## config.mk

```make
export PLATFORM = sky130hd
export DESIGN_NAME = alarm_chime_unit
export DESIGN_NICKNAME = d
export VERILOG_FILES = /design/src/rtl/alarm_chime_unit.sv
export SDC_FILE = /design/constraint.sdc
export NUM_CORES = 1
export LEC_CHECK = 0
export CORE_MARGIN = 4
export CORE_UTILIZATION = 59
export DETAILED_ROUTE_END_ITERATION = 10
export GPL_ROUTABILITY_DRIVEN = 0
export PLACE_DENSITY_LB_ADDON = 0.05
export SKIP_LAST_GASP = 1
export SLEW_MARGIN = 10
export SYNTH_ARGS = -nofsm -noshare
export SYNTH_HDL_FRONTEND = slang
export SYNTH_SLANG_ARGS = --single-unit
```

## constraint.sdc

```tcl
create_clock -name CP -period 5.35 [get_ports CP]
set_input_delay 0.535 -clock CP [delete_from_list [all_inputs] [get_ports CP]]
set_output_delay 0.535 -clock CP [all_outputs]
set_load 0.02 [all_outputs]
```

## src/rtl/alarm_chime_unit.sv

```systemverilog
// Hourly strike generator plus N-channel alarm with snooze/stop, timed from an
// internal 8 Hz prescaler off the system clock.
module alarm_chime_unit #(
  parameter int CLK_DIV    = 12_500_000,
  parameter int N_ALARM    = 4,
  parameter int RING_SEC   = 60,
  parameter int SNOOZE_MIN = 5,
  parameter bit H12        = 1'b0
) (
  input  logic                   CP,
  input  logic                   nCR,
  input  logic [4:0]             HDATA,
  input  logic [7:0]             MDATA,
  input  logic [5*N_ALARM-1:0]   HSET,
  input  logic [6*N_ALARM-1:0]   MSET,
  input  logic [N_ALARM-1:0]     AEN,
  input  logic                   snooze,
  input  logic                   stop,
  output logic                   chime_out,
  output logic                   alarm_out,
  output logic [N_ALARM-1:0]     ringing
);

  localparam int DIV_W = (CLK_DIV > 1) ? $clog2(CLK_DIV) : 1;
  localparam int RING_W = $clog2(RING_SEC + 1);
  localparam int SNZ_W = $clog2(SNOOZE_MIN + 1);

  typedef enum logic [1:0] {C_IDLE, C_ON, C_OFF} chime_t;
  typedef enum logic [1:0] {A_IDLE, A_RING, A_SNOOZE} alarm_t;

  logic [DIV_W-1:0] div_cnt_reg;
  logic [2:0]       tick_cnt_reg;
  logic             tick8, sec_tick;

  logic [7:0] mdata_reg, mdata_prev_reg;
  logic [4:0] hdata_reg, hour_reg;
  logic [5:0] minute_reg, min_bin;
  logic       min_evt_reg, mdata_valid;

  chime_t     c_state_reg, c_state_next;
  logic [4:0] strikes_reg, strikes_next, strike_load;
  logic [1:0] c_ph_reg, c_ph_next;
  logic       chime_reg, chime_next;

  alarm_t             a_state_reg, a_state_next;
  logic [RING_W-1:0]  ring_cnt_reg, ring_cnt_next;
  logic [SNZ_W-1:0]   snz_cnt_reg, snz_cnt_next;
  logic               alarm_reg, alarm_next;
  logic [N_ALARM-1:0] ringing_reg, ringing_next;
  logic [N_ALARM-1:0] match, match_lowest;
  logic               active_en, ring_timeout;

  // Prescaler: tick8 strobes once per CLK_DIV cycles, sec_tick on every 8th tick8.
  assign tick8    = (div_cnt_reg == DIV_W'(CLK_DIV - 1));
  assign sec_tick = tick8 && (tick_cnt_reg == 3'd7);

  always_ff @(posedge CP or negedge nCR) begin
    if (!nCR) begin
      div_cnt_reg  <= '0;
      tick_cnt_reg <= '0;
    end else begin
      div_cnt_reg <= tick8 ? '0 : div_cnt_reg + DIV_W'(1);
      if (tick8) tick_cnt_reg <= tick_cnt_reg + 3'd1;
    end
  end

  assign mdata_valid = (mdata_reg[3:0] <= 4'd9) && (mdata_reg[7:4] <= 4'd5);
  assign min_bin     = {2'b00, mdata_reg[7:4]} * 6'd10 + {2'b00, mdata_reg[3:0]};

  // Minute/hour are captured together with min_evt so consumers see a consistent time.
  always_ff @(posedge CP or negedge nCR) begin
    if (!nCR) begin
      mdata_reg      <= 8'h00;
      mdata_prev_reg <= 8'h00;
      hdata_reg      <= '0;
      hour_reg       <= '0;
      minute_reg     <= '0;
      min_evt_reg    <= 1'b0;
    end else begin
      mdata_reg      <= MDATA;
      mdata_prev_reg <= mdata_reg;
      hdata_reg      <= HDATA;
      hour_reg       <= hdata_reg;
      minute_reg     <= min_bin;
      min_evt_reg    <= (mdata_reg != mdata_prev_reg) && mdata_valid;
    end
  end

  always_comb begin
    if (hour_reg == 5'd0)              strike_load = H12 ? 5'd12 : 5'd24;
    else if (H12 && hour_reg > 5'd12)  strike_load = hour_reg - 5'd12;
    else                               strike_load = hour_reg;
  end

  always_comb begin
    c_state_next = c_state_reg;
    strikes_next = strikes_reg;
    c_ph_next    = c_ph_reg;
    if (min_evt_reg && minute_reg == 6'd0) begin
      c_state_next = C_ON;
      strikes_next = strike_load;
      c_ph_next    = '0;
    end else if (tick8) begin
      case (c_state_reg)
        C_ON: begin
          c_ph_next = c_ph_reg + 2'd1;
          if (c_ph_reg == 2'd3) c_state_next = C_OFF;
        end
        C_OFF: begin
          c_ph_next = c_ph_reg + 2'd1;
          if (c_ph_reg == 2'd3) begin
            strikes_next = strikes_reg - 5'd1;
            c_state_next = (strikes_reg != 5'd1) ? C_ON : C_IDLE;
          end
        end
        default: ;
      endcase
    end
  end

  generate
    for (genvar gi = 0; gi < N_ALARM; gi++) begin : g_match
      assign match[gi] = AEN[gi] && (HSET[5*gi +: 5] == hour_reg) && (MSET[6*gi +: 6] == minute_reg);
    end
  endgenerate

  // Isolate the lowest set bit: lowest-numbered channel wins on simultaneous matches.
  assign match_lowest = match & (~match + N_ALARM'(1));
  assign active_en    = |(AEN & ringing_reg);
  assign ring_timeout = sec_tick && (ring_cnt_reg == RING_W'(RING_SEC - 1));

  always_comb begin
    a_state_next  = a_state_reg;
    ring_cnt_next = ring_cnt_reg;
    snz_cnt_next  = snz_cnt_reg;
    alarm_next    = alarm_reg;
    ringing_next  = ringing_reg;
    case (a_state_reg)
      A_IDLE: begin
        if (min_evt_reg && |match) begin
          a_state_next  = A_RING;
          ringing_next  = match_lowest;
          ring_cnt_next = '0;
          alarm_next    = 1'b1;
        end
      end
      A_RING: begin
        if (stop || !active_en) begin
          a_state_next = A_IDLE;
          ringing_next = '0;
          alarm_next   = 1'b0;
        end else if (snooze) begin
          a_state_next = A_SNOOZE;
          snz_cnt_next = '0;
          alarm_next   = 1'b0;
        end else if (ring_timeout) begin
          a_state_next = A_IDLE;
          ringing_next = '0;
          alarm_next   = 1'b0;
        end else begin
          if (sec_tick) ring_cnt_next = ring_cnt_reg + RING_W'(1);
          if (tick8)    alarm_next    = ~alarm_reg;
        end
      end
      A_SNOOZE: begin
        if (stop || !active_en) begin
          a_state_next = A_IDLE;
          ringing_next = '0;
        end else if (min_evt_reg) begin
          if (snz_cnt_reg == SNZ_W'(SNOOZE_MIN - 1)) begin
            a_state_next  = A_RING;
            ring_cnt_next = '0;
            alarm_next    = 1'b1;
          end else begin
            snz_cnt_next = snz_cnt_reg + SNZ_W'(1);
          end
        end
      end
      default: a_state_next = A_IDLE;
    endcase
  end

  // The strike sequence keeps running while ringing; only its output is masked.
  assign chime_next = (c_state_next == C_ON) && (a_state_next != A_RING);

  always_ff @(posedge CP or negedge nCR) begin
    if (!nCR) begin
      c_state_reg  <= C_IDLE;
      strikes_reg  <= '0;
      c_ph_reg     <= '0;
      chime_reg    <= 1'b0;
      a_state_reg  <= A_IDLE;
      ring_cnt_reg <= '0;
      snz_cnt_reg  <= '0;
      alarm_reg    <= 1'b0;
      ringing_reg  <= '0;
    end else begin
      c_state_reg  <= c_state_next;
      strikes_reg  <= strikes_next;
      c_ph_reg     <= c_ph_next;
      chime_reg    <= chime_next;
      a_state_reg  <= a_state_next;
      ring_cnt_reg <= ring_cnt_next;
      snz_cnt_reg  <= snz_cnt_next;
      alarm_reg    <= alarm_next;
      ringing_reg  <= ringing_next;
    end
  end

  assign chime_out = chime_reg;
  assign alarm_out = alarm_reg;
  assign ringing   = ringing_reg;

endmodule
```

## Yosys cells after proc, flatten, opt, wreduce, memory -nomap -nowiden

Cells that the tools add are included.

- Flip-flop bits (word level): 86
- Latch bits: 0
- Memory bits (writable): 0
- Memory bits (read-only): 0
- Input port bits: 65
- Output and inout bits: 6
- Word-level logic and storage cells: 155
- Memories kept: 0

- $add $sub $neg: 8
- Multiply operators: 1
- Divide/modulo/power cells: 0
- $lt $le $gt $ge: 2
- Equality and inequality tests: 35
- Shift-type cells: 0
- Muxes and demuxes: 53
- Bitwise operators: 4
- Reductions and logical operators: 35

Operator list:

| cell | number |
|---|---|
| $mux W6 | 8 |
| $mux W2 | 14 |
| $mux W5 | 5 |
| $add A24 B1 Y24 const B | 1 |
| $eq A24 B24 Y1 const B | 1 |
| $eq A6 B6 Y1 | 4 |
| $mux W24 | 1 |
| $ne A2 B2 Y1 const B | 11 |
| $eq A5 B5 Y1 | 4 |
| $mux W4 | 5 |
| $pmux W6 S3 | 1 |
| $logic_and A1 B1 Y1 | 15 |
| $mux W3 | 5 |
| $pmux W4 S3 | 1 |
| $reduce_and A6 Y1 | 2 |
| $reduce_bool A2 Y1 | 5 |
| $mux W1 | 9 |
| $reduce_and A9 Y1 | 1 |
| $and A4 B4 Y4 | 2 |
| $ne A8 B8 Y1 | 1 |
| $reduce_or A4 Y1 | 2 |
| $add A3 B1 Y3 const B | 2 |
| $add A6 B1 Y6 const B | 1 |
| $add A6 B4 Y6 | 1 |
| 30 further kinds | 36 |

## Logic depth before layout (Yosys ltp)

Gate-level depths: netlist of the first run.

- Word-level depth: 9
- Gate-level depth with buffers: 9
- Gate-level depth less buffers: 8

## Worst setup path before layout of the first run

Ideal clock, no wire load.

- Path kind: register to register
- Start: register div_cnt_reg[0]
- End: register ringing_reg[0] (netlist: ringing[0])
- Setup time: 125 ps
- Arrival: 2,211 ps
- Required time: 5,225 ps
- Setup slack: 3,014 ps
- Stages on the path, launching flop included: 9
- Cells stage by stage: dfrtp_1 ha_1 nand4_2 nor4_4 and2_1 buf_2 a311oi_1 a211oi_2 mux2_2

- Cells in the longest elaborated chain, start to end: 5

Ends and longest elaborated chain:

| item | line | RTL |
|---|---|---|
| from (decl) | 31 | `logic [DIV_W-1:0] div_cnt_reg;` |
| from (signal assigned) | 62 | `div_cnt_reg <= tick8 ? '0 : div_cnt_reg + DIV_W'(1);` |
| $eq A24 B24 Y1 | 54 | `assign tick8 = (div_cnt_reg == DIV_W'(CLK_DIV - 1));` |
| $logic_and A1 B1 Y1 | 55 | `assign sec_tick = tick8 && (tick_cnt_reg == 3'd7);` |
| $logic_and A1 B1 Y1 | 130 | `assign ring_timeout = sec_tick && (ring_cnt_reg == RING_W'(RING_SEC - 1));` |
| $ne A3 B3 Y1 (no source line) | n/a |  |
| $reduce_and A5 Y1 (no source line) | n/a |  |
| to (signal assigned) | 206 | `ringing_reg <= ringing_next;` |
| to (decl) | 49 | `logic [N_ALARM-1:0] ringing_reg, ringing_next;` |

Every way passes these cells.
A chain may end at the register's enable or synchronous reset.

## Final worst setup path of the first run

- Start: register div_cnt_reg[0]
- End: register ringing_reg[2] (netlist: ringing[2])

The elaborated chain is that of the path after synthesis.

==> results of run 1 <==
-- kinds of logic (layout without fill, tap and decap cells) --
family | after synthesis | in the layout
buffers and inverters | 45 | 111
and+or+nand+nor | 166 | 166
AOI/OAI and AO/OA | 71 | 71
muxes | 8 | 8
adders and majority gates | 22 | 22
DFF | 85 | 85
xor gates and xnor gates | 82 | 82
-- cell type report --
type | instances | area, um2 | area share, %
well taps | 102 | 128 | 2.21
flip-flops and latches | 85 | 2130 | 36.9
repair buffers | 72 | 713 | 12.4
multi-input cells | 349 | 2500 | 43.5
clock inverters | 7 | 80.1 | 1.39
clock buffers | 9 | 124 | 2.15
inverters | 23 | 86.3 | 1.50
-- metal layers --
metal | wire, um | GRT usage [%]
met1 | 4610 | 30.0
met2 | 5560 | 39.6
met3 | 539 | 5.71
met4 | 147 | 5.25
met5 | 0 | 0
-- worst reg2reg max path: stages (launching register included) --
cell,delay (ns)
dfrtp_1,0.40
ha_1,0.23
nand4_2,0.18
nor4_4,0.45
and2_1,0.78
a311oi_1,0.24
a211oi_2,0.40
mux2_2,0.38
-- power by group through the flow --
stage               clock [mW]  combinational [mW]  sequential, mW
floorplan                    0               0.150           0.721
global placement             0               0.224           0.745
detailed placement           0               0.232           0.747
CTS                      0.457               0.235           0.734
global route             0.488               0.260           0.741
finish                   0.448               0.233           0.735
-- layout by cell type (no fill, tap or decap), types with 3 or more instances in the layout --
cell / netlist / final
inv_1: 23 / 23
xnor2_1: 59 / 59
buf_4: 0 / 3
clkdlybuf4s50_1: 0 / 69
o211ai_1: 5 / 5
nor4b_1: 4 / 4
and4_1: 3 / 3
nor3_1: 9 / 9
nand3_1: 16 / 16
mux2_2: 6 / 6
and3_1: 4 / 4
a21o_1: 5 / 5
nand4_1: 22 / 22
o211a_1: 3 / 3
or3_1: 6 / 6
o31ai_1: 3 / 3
ha_1: 21 / 21
a211oi_1: 3 / 3
nor2_1: 37 / 37
o21ai_0: 16 / 16
clkbuf_8: 0 / 9
o2111a_1: 3 / 3
xor2_1: 23 / 23
nor2b_1: 4 / 4
dfrtp_1: 85 / 85
a21oi_1: 16 / 16
nand2_1: 34 / 34
nor4_1: 10 / 9
-- worst max path at each step --
stage | end | slack, ns | cells after the start
after floorplan | ringing[0] | 3.01 | 8
after global placement | ringing[2] | 2.29 | 7
after detailed placement | ringing[2] | 2.21 | 7
after CTS | ringing[2] | 2.19 | 7
after global routing | ringing[2] | 1.95 | 7
final | ringing[2] | 2.18 | 7
-- metrics by stage --
step	hold slack (ns)	power (mW)	util, %	cells	worst slack (ns)
after global placement	0.333	0.969	70.8	631	2.29
after floorplan	0.239	0.871	-	479	3.01
after global routing	0.0181	1.49	73.4	647	1.95
final	0.0192	1.41	73.4	647	2.18
after detailed placement	0.343	0.979	70.8	631	2.21
after CTS	0.0166	1.43	73.4	647	2.19
==> impl_metrics.json, run 1 <==
{
  "status": "complete, no violations",
  "synth_cell_types": 60,
  "setup.worst_path.class": "flip-flop to flip-flop",
  "sequentialPowerShare_pct": 51.9,
  "syn_avg_cell_area_um2": 10.0,
  "synth_area_um2": 4810,
  "synth_top_family_by_area": "simple AND/OR/NAND/NOR gates",
  "io_buffers": 70,
  "design_area_um2": 5760,
  "startpoint": "div_cnt_reg[0]",
  "yosysTopAreaCellShare_pct": 44.2,
  "ant_nets": 0,
  "crit_path_end_kind": "flip-flop",
  "clk_path_buf_depth": 2,
  "grt_start_max_net_pins": 71,
  "die_area_um2": 9660,
  "start_kind": "flip-flop",
  "yosys.area.top_type": "dfrtp_1",
  "design.portCount": 71,
  "critical-path-slowest-cell": "and2_1",
  "fillCellCount": 588,
  "cts-root-buf": "clkbuf_8",
  "diodes": 0,
  "hold_violations": 0,
  "synthXorXnorAreaFrac_pct": 14.9,
  "hp-class": "input pin to async pin",
  "ys.flop_type": "dfrtp_1",
  "yosysSeqAreaShare_pct": 44.2,
  "reg2reg_from": "div_cnt_reg[0]",
  "first_global_vias": 3785,
  "drtPass1Iterations": 4,
  "min_period_over_period_pct": 59.2,
  "cp_max_fo": 24,
  "synth-compound-area-share_pct": 10.5,
  "antenna_found_initial": 0,
  "post-dp-hpwl_um": 8190,
  "sw_frac_of_total_pct": 29.3,
  "cts.sinks": 85,
  "tightest_slew_ns": 0.898,
  "post-cts-setup-buffers": 0,
  "grt_overflow": 0,
  "grt_pass1_wl_um": 18300,
  "wl_per_cell_um": 16.8,
  "numCtsBuffers": 9,
  "p_clk_share_pct": 31.6,
  "p_leak_nw": 2.51,
  "rr_worst_depth": 7,
  "yosysWarnings": 0,
  "yosys.cell_count.top_type": "dfrtp_1",
  "synth_mux_area_share_pct": 1.85,
  "wirelength_um": 10900,
  "ys_ff_latch": 85,
  "ys_async_sr_fraction_pct": 100,
  "drc": 0,
  "power_density_nw_per_um2": 246,
  "start_util_pct": 61.3,
  "routed_via_density": 5.79,
  "layout-drive-gt1-share_pct": 6.79,
  "synthAdderAreaFrac_pct": 5.88,
  "core_um2": 7850,
  "r2r-end": "ringing[2]",
  "fmax_ghz": 0.316,
  "crit_family": "simple AND/OR/NAND/NOR gates",
  "die_x_um": 98.3,
  "slew_headroom_pct": 40.1,
  "internal_power_mw": 1.00,
  "postCtsResizedCells": 0,
  "syn_nets": 566,
  "cts.clk_slew.worst_paths_ns": 0.10,
  "fin_tns_setup_ns": 0,
  "path_buf_inv": 0,
  "cp_cell_sequence": "ha_1 > nand4_2 > nor4_4 > and2_1 > a311oi_1 > a211oi_2 > mux2_2",
  "ir_drop_mv": 0.188,
  "critPathMaxStageDelay_ns": 0.78,
  "htreeDepth": 3,
  "largest_register_ffs": 24,
  "synthTopCellsByCount": "dfrtp_1 (85), xnor2_1 (59), nor2_1 (37)",
  "dpl-instance-area_um2": 5560,
  "cts_tree": "built",
  "clock_latency_ns": 0.36,
  "cts_hold_buffers": 0,
  "setup_violations": 0,
  "slew_violations": 0,
  "syn_to_final_growth_pct": 19.7,
  "nets": 627,
  "pwr-share-comb_pct": 16.5,
  "yosys.area_share.simple_pct": 18.8,
  "netlist_instances": 479,
  "skew_ns": 0.0159,
  "reg2reg_slack_ns": 2.18,
  "drt_iter0_drc": 161,
  "rsz0062_at_grt": "no",
  "switchingPower_mw": 0.414,
  "rows": 32,
  "synth_edf_count": 0,
  "vias": 3749,
  "min_period_ns": 3.17,
  "grt_usage_pct": 23.2,
  "cp.arrival_ns": 3.41,
  "cp_data_required_time_ns": 5.59,
  "maxCapViolCount": 0,
  "fp.dieH_um": 98.3,
  "synth_area_leaders": "dfrtp_1 (44%), xnor2_1 (11%), ha_1 (5.5%)"
}
Power figures use the tool's default switching activity.
==> run 2, diff against run 1 <==
--- a/config.mk
+++ b/config.mk
@@ -6,7 +6,7 @@
 export NUM_CORES = 1
 export LEC_CHECK = 0
 export CORE_MARGIN = 4
-export CORE_UTILIZATION = 59
+export CORE_UTILIZATION = 49
 export DETAILED_ROUTE_END_ITERATION = 10
 export GPL_ROUTABILITY_DRIVEN = 0
 export PLACE_DENSITY_LB_ADDON = 0.05
==> constraint.sdc (replaced) <==
create_clock -name CP -period 2.6 [get_ports CP]
set_input_delay 0.26 -clock CP [delete_from_list [all_inputs] [get_ports CP]]
set_output_delay 0.26 -clock CP [all_outputs]
set_load 0.02 [all_outputs]
==> impl_metrics.json, run 2 (same netlist as run 1, synthesis figures left out) <==
{
  "fillCellCount": 801,
  "internal_power_mw": 2.07,
  "hold_violations": 0,
  "largest_register_ffs": 24,
  "nets": 638,
  "cts_tree": "built",
  "clk_path_buf_depth": 2,
  "sw_frac_of_total_pct": 29.2,
  "min_period_ns": 2.45,
  "cts.sinks": 85,
  "startpoint": "hour_reg[1]",
  "maxCapViolCount": 0,
  "grt_overflow": 0,
  "crit_path_end_kind": "flip-flop",
  "post-route-util_pct": 62.8,
  "clock_latency_ns": 0.36,
  "setup_violations": 0,
  "power_density_nw_per_um2": 494,
  "slew_headroom_pct": 62.2,
  "status": "complete, no violations",
  "cp_data_required_time_ns": 2.86,
  "fmax_ghz": 0.408,
  "tightest_slew_ns": 0.564,
  "whs_ns": 0.325,
  "grt_start_max_net_pins": 51,
  "ff_latch_area_um2": 2130,
  "r2r-end": "ringing[2]",
  "layout_common_cells": "dfrtp_1 (84), clkdlybuf4s50_1 (69), xnor2_1 (59)",
  "start_util_pct": 51.1,
  "ir_drop_mv": 0.362,
  "mostFrequentLayoutCell": "dfrtp_1",
  "cp.arrival_ns": 2.71,
  "placed_cells": 668,
  "core_um2": 9420,
  "reg2reg_slack_ns": 0.15,
  "wirelength_um": 10900,
  "sequentialPowerShare_pct": 51.6,
  "post-cts-setup-buffers": 0,
  "htreeDepth": 3,
  "min_path_cells": 1,
  "drt_iter0_drc": 239,
  "routed_via_density": 5.52,
  "rsz0062_at_grt": "no",
  "numCtsBuffers": 9,
  "cp-endpoint": "ringing[2]",
  "slew_violations": 0,
  "switchingPower_mw": 0.855,
  "cp_max_fo": 7,
  "drc": 0,
  "min_period_over_period_pct": 94.3,
  "drtPass1Iterations": 5,
  "diodes": 0,
  "pwr-share-comb_pct": 16.4,
  "vias": 3781,
  "p_clk_share_pct": 32.0,
  "layout-drive-gt1-share_pct": 8.63,
  "cts-root-buf": "clkbuf_8",
  "post-dp-hpwl_um": 8150,
  "skew_ns": 0.00640,
  "design.portCount": 71,
  "grt_pass1_wl_um": 17800,
  "wl_per_cell_um": 15.9,
  "power.total_mw": 2.92,
  "fp.dieH_um": 107,
  "start_kind": "flip-flop",
  "die_area_um2": 11500,
  "cts.clk_slew.worst_paths_ns": 0.10,
  "p_leak_nw": 2.57,
  "multiInputGateArea_um2": 2510,
  "die_x_um": 107,
  "syn_to_final_growth_pct": 22.9,
  "rows": 35,
  "setup.worst_path.class": "flip-flop to flip-flop",
  "ant_nets": 0,
  "io_buffers": 70,
  "rr_worst_depth": 6,
  "antenna_found_initial": 0,
  "final_cells": 685,
  "reg2reg_from": "hour_reg[1]",
  "first_global_vias": 3659,
  "grt_usage_pct": 19.6,
  "hp-class": "input pin to flip-flop"
}
[run 2: changes by cell type in the layout (fill, tap and decap cells not counted), sizes merged]
cell         previous run  this run
buf                     3        13
clkinv                  4         2
dlygate4sd3             0         1
inv                    25        27
[run 2: how the worst min path moves through the flow]
stage | start | endpoint
2_1_floorplan | nCR | a_state_reg[0]
6_report | MDATA[5] | mdata_reg[5]
4_1_cts | MDATA[7] | mdata_reg[7]
3_5_place_dp | nCR | ring_cnt_reg[5]
5_1_grt | HDATA[1] | hdata_reg[1]
3_3_place_gp | nCR | ring_cnt_reg[5]
[run 2: worst max-delay path, stage by stage (launching register included)]
cell      delay, ns
dfrtp_2        0.51
xnor2_1        0.20
nand4_1        0.16
or3_1          0.46
a41o_1         0.29
a211oi_4       0.34
mux2_2         0.38
[run 2: cell type report]
type	instances	area share (%)
well taps	129	2.73
flip-flops and latches	85	36.0
clock buffers	9	2.09
inverters	23	1.46
multi-input cells	349	42.5
clock inverters	7	1.31
repair buffers	83	13.9
[run 2: routing by layer]
metal	track usage, %	wire length (um)
met4	5.94	178
met1	26.4	4930
met3	3.85	436
met2	32.0	5330
met5	0	0
[run 2: power groups by stage]
stage / sequential [mW] / combinational (mW) / clock [mW]
after floorplan: 1.48 / 0.308 / 0
after global placement: 1.53 / 0.470 / 0
after detailed placement: 1.53 / 0.481 / 0
after global routing: 1.52 / 0.530 / 1.02
final: 1.51 / 0.481 / 0.934
after CTS: 1.51 / 0.485 / 0.966
[run 2: stage by stage]
stage | TNS [ns] | worst slack (ns) | area [um2]
after detailed placement | -0.104 | -0.0365 | 5690
after global placement | 0 | 0.0155 | 5690
final | 0 | 0.148 | 5910
after floorplan | 0 | 0.264 | 4810
after CTS | 0 | 0.0192 | 5900
after global routing | 0 | 0.00298 | 5910
[run 2: timing repair]
| item | 4_1_cts | 5_1_grt |
|---|---|---|
| resized for setup | 0 | 3 |
| endpoints found under the hold margin | 35 | 0 |
| endpoints found under the setup margin | 0 | 5 |
| hold buffers | 1 | 0 |
==> run 3, diff against run 2 <==
--- a/config.mk
+++ b/config.mk
@@ -7,9 +7,11 @@
 export LEC_CHECK = 0
 export CORE_MARGIN = 4
 export CORE_UTILIZATION = 49
+export CTS_CLUSTER_SIZE = 24
 export DETAILED_ROUTE_END_ITERATION = 10
 export GPL_ROUTABILITY_DRIVEN = 0
 export PLACE_DENSITY_LB_ADDON = 0.05
+export SKIP_CTS_REPAIR_TIMING = 1
 export SKIP_LAST_GASP = 1
 export SLEW_MARGIN = 10
 export SYNTH_ARGS = -nofsm -noshare
==> results of run 3 <==
Same layout as run 2: the final DEF is identical, and so are final timing and power.
Main changes from that run: via count of the first global-routing pass 3659 -> 3647; met2 usage 32.0% -> 31.9%
